===== src/rtl/encoder_pkg.sv =====
// Shared encoder definitions: controller states and the quadrature Gray sequence.
package encoder_pkg;

    typedef enum logic {
        ST_IDLE  = 1'b0,
        ST_DWELL = 1'b1
    } enc_state_t;

    // {A,B} in positive physical order; one positive edge advances the index by 1 mod 4.
    localparam logic [3:0][1:0] GRAY_SEQ = {2'b01, 2'b11, 2'b10, 2'b00};

endpackage


===== src/rtl/encoder_dwell_timer.sv =====
// Dwell timer: loads a cycle count, counts down to zero and flags the last cycle.
module encoder_dwell_timer #(
    parameter int W = 16
) (
    input  logic         i_clk,
    input  logic         i_rst,
    input  logic         i_load,
    input  logic [W-1:0] i_load_val,
    output logic         o_expired,
    output logic         o_running
);

    logic [W-1:0] count;

    // NOTE: state registers use non-blocking assignments so every flop samples pre-edge values.
    always_ff @(posedge i_clk) begin
        if (i_rst) begin
            count <= '0;
        end else if (i_load) begin
            count <= i_load_val;
        end else if (count != '0) begin
            count <= count - W'(1);
        end
    end

    assign o_expired = (count == W'(1));
    assign o_running = (count != '0);

endmodule


===== src/rtl/encoder_emulator.sv =====
// Quadrature encoder emulator: accumulates step requests and replays them as
// A/B Gray edges spaced by a programmable dwell time.
module encoder_emulator
    import encoder_pkg::*;
#(
    parameter int DWELL_W = 16,
    parameter int PEND_W  = 8,
    parameter int POS_W   = 16
) (
    input  logic                      i_clk,
    input  logic                      i_rst,
    input  logic                      i_en,
    input  logic [DWELL_W-1:0]        i_dwell,
    input  logic                      i_step,
    input  logic                      i_dir,
    input  logic                      i_polarity,
    input  logic                      i_clr_ovf,
    output logic                      o_a,
    output logic                      o_b,
    output logic                      o_busy,
    output logic signed [PEND_W-1:0]  o_pending,
    output logic signed [POS_W-1:0]   o_position,
    output logic                      o_overflow
);

    localparam logic signed [PEND_W+1:0] PEND_MAX = (PEND_W+2)'((1 << (PEND_W-1)) - 1);

    enc_state_t state;
    logic [1:0] phase;
    logic [1:0] phase_next;
    logic       pend_nz;
    logic       pend_pos;
    logic       emit;
    logic       step_drop;
    logic       t_expired;
    logic       t_running;
    logic [DWELL_W-1:0]        dwell_eff;
    logic signed [PEND_W+1:0]  pend_wide;
    logic signed [PEND_W+1:0]  emit_delta;
    logic signed [PEND_W+1:0]  step_delta;
    logic signed [PEND_W+1:0]  pend_base;
    logic signed [PEND_W+1:0]  pend_sum;

    // NOTE: every signal gets a value before any condition, so no latch can be inferred.
    always_comb begin
        pend_nz    = (o_pending != '0);
        pend_pos   = pend_nz && !o_pending[PEND_W-1];
        emit       = i_en && pend_nz && ((state == ST_IDLE) || t_expired);
        phase_next = (pend_pos ^ i_polarity) ? phase + 2'd1 : phase - 2'd1;
        dwell_eff  = (i_dwell == '0) ? DWELL_W'(1) : i_dwell;

        // Two guard bits keep the +/-1 arithmetic exact before the saturation test.
        pend_wide  = {{2{o_pending[PEND_W-1]}}, o_pending};
        emit_delta = '0;
        if (emit) begin
            emit_delta = pend_pos ? '1 : (PEND_W+2)'(1);
        end
        step_delta = '0;
        if (i_step) begin
            step_delta = i_dir ? (PEND_W+2)'(1) : '1;
        end
        pend_base = pend_wide + emit_delta;
        pend_sum  = pend_base + step_delta;
        step_drop = i_step && ((pend_sum > PEND_MAX) || (pend_sum < -PEND_MAX));
    end

    encoder_dwell_timer #(
        .W (DWELL_W)
    ) u_dwell_timer (
        .i_clk      (i_clk),
        .i_rst      (i_rst),
        .i_load     (emit),
        .i_load_val (dwell_eff),
        .o_expired  (t_expired),
        .o_running  (t_running)
    );

    always_ff @(posedge i_clk) begin
        if (i_rst) begin
            state      <= ST_IDLE;
            phase      <= 2'd0;
            o_a        <= 1'b0;
            o_b        <= 1'b0;
            o_pending  <= '0;
            o_position <= '0;
            o_overflow <= 1'b0;
        end else begin
            o_pending <= step_drop ? pend_base[PEND_W-1:0] : pend_sum[PEND_W-1:0];

            // A fresh drop outranks a clear request in the same cycle.
            if (step_drop) begin
                o_overflow <= 1'b1;
            end else if (i_clr_ovf) begin
                o_overflow <= 1'b0;
            end

            if (emit) begin
                phase        <= phase_next;
                {o_a, o_b}   <= GRAY_SEQ[phase_next];
                o_position   <= pend_pos ? o_position + POS_W'(1) : o_position - POS_W'(1);
            end

            case (state)
                ST_IDLE:  if (emit) state <= ST_DWELL;
                ST_DWELL: if (t_expired && !emit) state <= ST_IDLE;
                default:  state <= ST_IDLE;
            endcase
        end
    end

    assign o_busy = pend_nz || t_running;

endmodule


===== config.mk =====
export PLATFORM = sky130hd
export DESIGN_NAME = encoder_emulator
export DESIGN_NICKNAME = d
export VERILOG_FILES = /design/src/rtl/encoder_pkg.sv /design/src/rtl/encoder_dwell_timer.sv /design/src/rtl/encoder_emulator.sv
export SDC_FILE = /design/constraint.sdc
export NUM_CORES = 1
export LEC_CHECK = 0
export ABC_AREA = 1
export BUFFER_PORTS_ARGS = -buffer_cell sky130_fd_sc_hd__buf_2
export CORE_MARGIN = 5
export CORE_UTILIZATION = 60
export CTS_CLUSTER_DIAMETER = 80
export DETAILED_ROUTE_END_ITERATION = 8
export PLACE_DENSITY = 0.84
export SLEW_MARGIN = 20
export SYNTH_ARGS = -nofsm -noshare
export SYNTH_HDL_FRONTEND = slang
export SYNTH_HIERARCHICAL = 1
export SYNTH_SLANG_ARGS = --single-unit
export TNS_END_PERCENT = 20

===== constraint.sdc =====
create_clock -name i_clk -period 10.4 [get_ports i_clk]
set_input_delay 2.08 -clock i_clk [delete_from_list [all_inputs] [get_ports i_clk]]
set_output_delay 2.08 -clock i_clk [all_outputs]
set_load 0.01 [all_outputs]

# ---- Word-level counts from Yosys, hierarchy flattened
# Index checks and enable logic that the tools add are counted.
dict set report word_totals {
  input_bits 23
  output_inout_bits 28
  reg_bits 46
}
dict set report op_classes {
  n_reduce_logical 15
  addsub 7
  bitwise 2
  order_cmp 3
  n_eq_ne 1
  n_mux 17
}
# cell n
set op_table {}
lappend op_table {{two-way mux 16 bit} 4}
lappend op_table {{two-way mux 10 bit} 4}
lappend op_table {{adder 16 x 2 -> 16 bit (second input constant)} 1}
lappend op_table {{== test 16 x 1 -> 1 bit (second input constant)} 1}
lappend op_table {{logical NOT 16 bit} 1}
lappend op_table {{nonzero test 16 bit} 1}
lappend op_table {{subtractor 16 x 1 -> 16 bit (second input constant)} 1}
lappend op_table {{subtractor 16 x 2 -> 16 bit (second input constant)} 1}
lappend op_table {{adder 10 bit} 1}
lappend op_table {{adder 8 x 10 -> 10 bit} 1}
lappend op_table {{greater-than comparator 10 x 8 -> 1 bit (second input constant)} 1}
lappend op_table {{< comparator 10 x 8 -> 1 bit (second input constant)} 1}
lappend op_table {{two-way mux 8 bit} 1}
lappend op_table {{nonzero test 8 bit} 1}
lappend op_table {{logical AND 1 bit} 5}
lappend op_table {{binary-select mux 2 bit (select 2 bit)} 1}
lappend op_table {{two-way mux 1 bit} 4}
lappend op_table {{two-way mux 2 bit} 2}
lappend op_table {{nonzero test 2 bit} 2}
lappend op_table {{logical OR 1 bit} 3}
lappend op_table {{< comparator 2 x 3 -> 1 bit (second input constant)} 1}
lappend op_table {{adder 2 x 1 -> 2 bit (second input constant)} 1}
lappend op_table {{logical NOT 1 bit} 2}
lappend op_table {{one-hot mux 1 bit (2 select lines)} 1}
lappend op_table {{other kinds (3)} 3}

# ---- Depth between registers and ports, before layout
dict set report logic_depth {
  depth_word 10
  depth_mapped 35
}

# ---- Cells and area by module
# The synthesis kept the hierarchy.
# module area_per_inst_um2 n_inst seq_area_each_um2 cells_each
set modules_own_cells {}
lappend modules_own_cells {encoder_emulator 2926.6 1 580.6 433}
lappend modules_own_cells {encoder_dwell_timer 1088.5 1 320.3 178}

# ---- Worst setup path before layout
# No wires, ideal clock.
dict set report synth_timing {
  path_type {input-to-reg}
  startpoint {input i_en}
  endpoint {register o_pending[7]}
  slack_ns 4.912
  setup_time_ns 0.113
  t_arrival_ns 5.375
  path_stages 26
  n_path_buf 2
  t_required_ns 10.287
  path_cell_list {inv_1 > nor3_1 > clkbuf_1 > clkbuf_1 > ha_1 > ha_1 > or2_1 > nand2_1 > o21ai_0 > nand2_1 > nor3_1 > nor4_1 > ha_1 > a21o_1 > a31oi_1 > nand3_1 > inv_1 > nand2_1 > nand2_1 > inv_1 > nand3_4 > nand2_4 > nand2_4 > nand3_4 > nor2_1 > nor2_1}
}
dict set report synth_between {
  elab_chain_len 9
  word_cells_on_any_way 10
  classes_between {add/sub: 2; order compare: 2; mux: 2; reduce/logical: 4}
}
# element line_no
set synth_lines {}
lappend synth_lines {{start, declared} encoder_emulator.sv:12} ;# input logic i_en,
lappend synth_lines {{logical AND 1 bit (*) (2 in a row)} encoder_emulator.sv:48} ;# emit = i_en && pend_nz && ((state == ST_IDLE) || t_expired);
lappend synth_lines {{net emit} encoder_emulator.sv:33} ;# logic emit;
lappend synth_lines {{two-way mux 10 bit (*)} encoder_emulator.sv:55} ;# if (emit) begin
lappend synth_lines {{adder 8 x 10 -> 10 bit (*)} encoder_emulator.sv:62} ;# pend_base = pend_wide + emit_delta;
lappend synth_lines {{adder 10 bit} encoder_emulator.sv:63} ;# pend_sum = pend_base + step_delta;
lappend synth_lines {{greater-than comparator 10 x 8 -> 1 bit or < comparator 10 x 8 -> 1 bit (tied branches)} encoder_emulator.sv:64} ;# step_drop = i_step && ((pend_sum > PEND_MAX) || (pend_sum < -PEND_MAX));
lappend synth_lines {{logical OR 1 bit} encoder_emulator.sv:64}
lappend synth_lines {{logical AND 1 bit} encoder_emulator.sv:64}
lappend synth_lines {{two-way mux 8 bit (*)} encoder_emulator.sv:88} ;# o_pending <= step_drop ? pend_base[PEND_W-1:0] : pend_sum[PEND_W-1:0];
lappend synth_lines {{end signal, assigned} encoder_emulator.sv:88}
lappend synth_lines {{end, declared} encoder_emulator.sv:21} ;# output logic signed [PEND_W-1:0] o_pending,
# Mark *: on every way through the listed nets, which the timed path passes. The rest lies on a longest branch.
# A chain may end at the register's enable or synchronous reset.

# ---- Worst setup path after layout
dict set report layout_timing {
  startpoint {input i_en}
  endpoint {register o_pending[4]}
}
dict set report layout_between {
  elab_chain_len 9
  word_cells_on_any_way 10
  classes_between {add/sub: 2; order compare: 2; mux: 2; reduce/logical: 4}
}
# element line_no
set layout_lines {}
lappend layout_lines {{logical AND 1 bit (*) (2 in a row)} encoder_emulator.sv:48}
lappend layout_lines {{two-way mux 10 bit (*)} encoder_emulator.sv:55}
lappend layout_lines {{adder 8 x 10 -> 10 bit (*)} encoder_emulator.sv:62}
lappend layout_lines {{adder 10 bit} encoder_emulator.sv:63}
lappend layout_lines {{greater-than comparator 10 x 8 -> 1 bit or < comparator 10 x 8 -> 1 bit (tied branches)} encoder_emulator.sv:64}
lappend layout_lines {{logical OR 1 bit} encoder_emulator.sv:64}
lappend layout_lines {{logical AND 1 bit} encoder_emulator.sv:64}
lappend layout_lines {{two-way mux 8 bit (*)} encoder_emulator.sv:88}
# Mark *: on every way between the ends. The rest lies on a longest branch, timed or not.

==> results.md <==
- Filler Cell Count: 550
- Vias per cell: 5.54
- H-Tree Depth: 2
- Comb pwr share: 70.4%
- GR Layer Usage met1: 30.4%
- Detailed Place HPWL: 7530 µm
- Status: completed
- Critical Path RT: 10630 ps
- Gr busiest metal: met2
- M2 GR Usage: 40.2%
- Area contributors post-synth: dfxtp_1 (22%), nand2_1 (13%), ha_1 (8.4%)
- Largest fanout on the critical path: 11
- Worst IR drop on VDD: 0.214 mV
- Post-CTS Hold Buffers: 0
- Commonest non-fill, non-tap cell in the layout: nand2_1
- CTS tree: yes
- Count of cell types in the netlist: 50
- Unrepaired setup endpoints after global routing: false
- Sequential element share of the synthesized area: 22.4%
- Total Routing Usage GR: 23.4%
- Area after DPL: 4270 µm²
- Setup TNS Final: 0 ps
- Vias in the first global route: 3733
- Die Ht: ~92 µm
- Final period util: 52.9%
- Avg WL per Cell: 13.8 µm
- Yosys warning count: 6
- WP data arrival: 5730 ps
- # setup viols final: 0
- CP Cell Sequence: buf_2 > nand4_4 > nor2_1 > nor2_4 > ha_1 > or2_1 > nand2_1 > o21ai_0 > or2_0 > nand2_1 > inv_1 > ha_1 > a21oi_1 > o21ai_0 > a21oi_1 > xor2_1 > nand3b_1 > nand2_1 > nor2_1 > nand3_4 > nand3_4 > nand2_1 > inv_1 > nor2_1
- Worst-skew pair later-pin latency: 300 ps
- N_diodes: 0
- Crit end category: flop
- Met3 GRT Util: 4.26%
- Lkg Pwr: 2.36 nW
- Most common cell type on the critical path: nand2_1
- Die area: 8430 µm²
- Mean post-synth cell area: 6.57 µm²
- DRT antenna net count: 0
- Setup bufs post-CTS: 0
- Startpoint Class: primary input
- Clock power frac: 10.2%
- Seq pwr share: about a fifth
- Final design utilization: 68.6%
- Area Growth Syn to Fin: 9.66%
- Seq cells post-synth: 45
- Die width: 91.8 µm
- Core area: 6420 µm²
- Global-route wire length before repair: around 17000 µm
- Syn_nets: 663
- Final hold vios: 0
- P_sw: 0.827 mW
- Drt first pass iters: 6
- Vias: ~4000
- Crit path kind: primary input to flop
- Share of post-route cells with drive strength above 1: 16.0%
- Tot Pwr: 1.55 mW
- RD Place Congestion: 1.02
- Max-slew headroom: 48.8%
- PD cells: 352 nW/µm²
- Cts bufs inserted: 5
- Largest net degree at the start of global routing: 46
- Tmin final: roughly 5500 ps
- I/O pins: 51
- WHS: ~470 ps
- Post-route DRC: 0
- Site Rows: 29
- Design area: 4400 µm²
- Global route overflow: 0
- Mapped Area: 4020 µm²
- Switching portion of total power: a little over half
- Power Internal: 0.722 mW
- Clock Tree Buf Depth: 2
- Root buf cell: clkbuf_8
- Initial DRC Count: 221
- Fin nets: around 700
- Top cell type's share of synthesized area: approximately 22%
- # clock sinks: 45
- Worst min path class: flop to flop
- Area leader, netlist: dfxtp_1
- Mapped Cells: 611
- R2R depth: 30
- Drt total wl: 9970 µm
- Max Slew Vio Count: 0
- Slowest-stage cell, CP: ha_1
- Fmax achieved: approximately 180 MHz
- Post-cts gate resize count: 0
- CP peak stage delay: 330 ps
- Cell depth of the worst hold path: 2
- PortBufs: 50
- Slew @ Worst Pin: 766 ps
- Clk slew on worst S/H paths: 100 ps
- Worst Skew: 12.7 ps
- Most frequent cells in the layout: nand2_1 (144), inv_1 (74), nor2_1 (70), buf_2 (50), dfxtp_1 (45)
- Max-cap viol count: 0
- Initial antenna violation count: 0
- Starting Density: 62.5%
## power by group through the flow
stage	Sequential [mW]	Clock [mW]	Combinational, mW
finish	0.300	0.158	1.09
global route	0.308	0.166	1.23
CTS	0.298	0.162	1.08
detailed placement	0.301	0	1.07
global placement	0.301	0	1.04
floorplan	0.303	0	0.840
## registers in the layout (all words and copies together) (netlist names)
| register | cells |
|---|---|
| o_position | 16 |
| u_dwell_timer/count | 16 |
| o_pending | 8 |
| o_a | 1 |
| o_b | 1 |
| o_overflow | 1 |
| phase | 1 |
| state | 1 |
## logic make-up after synthesis
family                     count (synthesis)  synth area share [%]
AOI/OAI and AO/OA                        102                  15.0
xor gates and xnor gates                  26                  5.67
adders and majority gates                 29                  9.41
buffers and inverters                    105                  10.2
DFF                                       45                  22.4
and+or+nand+nor                          304                  37.3
## area by class of cell
cell class	instances	area, µm²	area share [%]
Clock buffer	5	68.8	1.56
Clock inverter	3	65.1	1.48
Inverter	80	303	6.88
Multi-Input combinational cell	461	2710	61.6
Sequential cell	45	901	20.5
Tap cell	77	96.3	2.19
Timing Repair Buffer	51	258	5.85
## worst paths after layout
check	slack [ps]	start	end
setup / recovery	4900	i_en	o_pending[4]
hold / removal	470	phase[0]	phase[0]
setup reg to reg	5590	u_dwell_timer/count[8]	o_pending[4]
hold reg to reg	470	phase[0]	phase[0]
## routing by layer
metal / up-vias / share of wire [%]
met5: - / 0
met4: 0 / 0.68
met3: 8 / 6.6
met2: 142 / 48
met1: 1802 / 45
li1: 2045 / -
## synth_stat cells, drive strengths merged
| library cell | number |
|---|---|
| fa | 2 |
| nor4 | 5 |
| o41ai | 3 |
| o21ai | 26 |
| nand2 | 160 |
| and2 | 2 |
| o211ai | 1 |
| a21o | 5 |
| xnor2 | 6 |
| o31ai | 1 |
| inv | 79 |
| nand4 | 12 |
| xor2 | 20 |
| clkbuf | 21 |
| nor2 | 80 |
| o221ai | 1 |
| nand3b | 4 |
| ha | 27 |
| nor3 | 4 |
| or2 | 4 |
| a21oi | 43 |
| a21boi | 1 |
| a221oi | 1 |
| a211oi | 1 |
| nand3 | 33 |
| o21a | 2 |
| o2111ai | 1 |
| clkinv | 1 |
| buf | 4 |
| dfxtp | 45 |
| o21bai | 9 |
| a41o | 1 |
| o211a | 1 |
| a31oi | 5 |
## worst max-delay path, delay by kind of cell
| family | cells | cell delay [ps] |
|---|---|---|
| simple gates | 14 | 1970 |
| compound gates | 4 | 630 |
| fa+ha+maj | 2 | 510 |
| xor+xnor | 1 | 280 |
| buf+inv | 3 | 250 |
## through the flow
step,worst slack [ps],cells
finish,4900,722
global route,4640,722
detailed placement,4650,714
global placement,4720,714
CTS,4960,722
floorplan,4910,611
No activity file was read; power rests on OpenSTA's default activity.
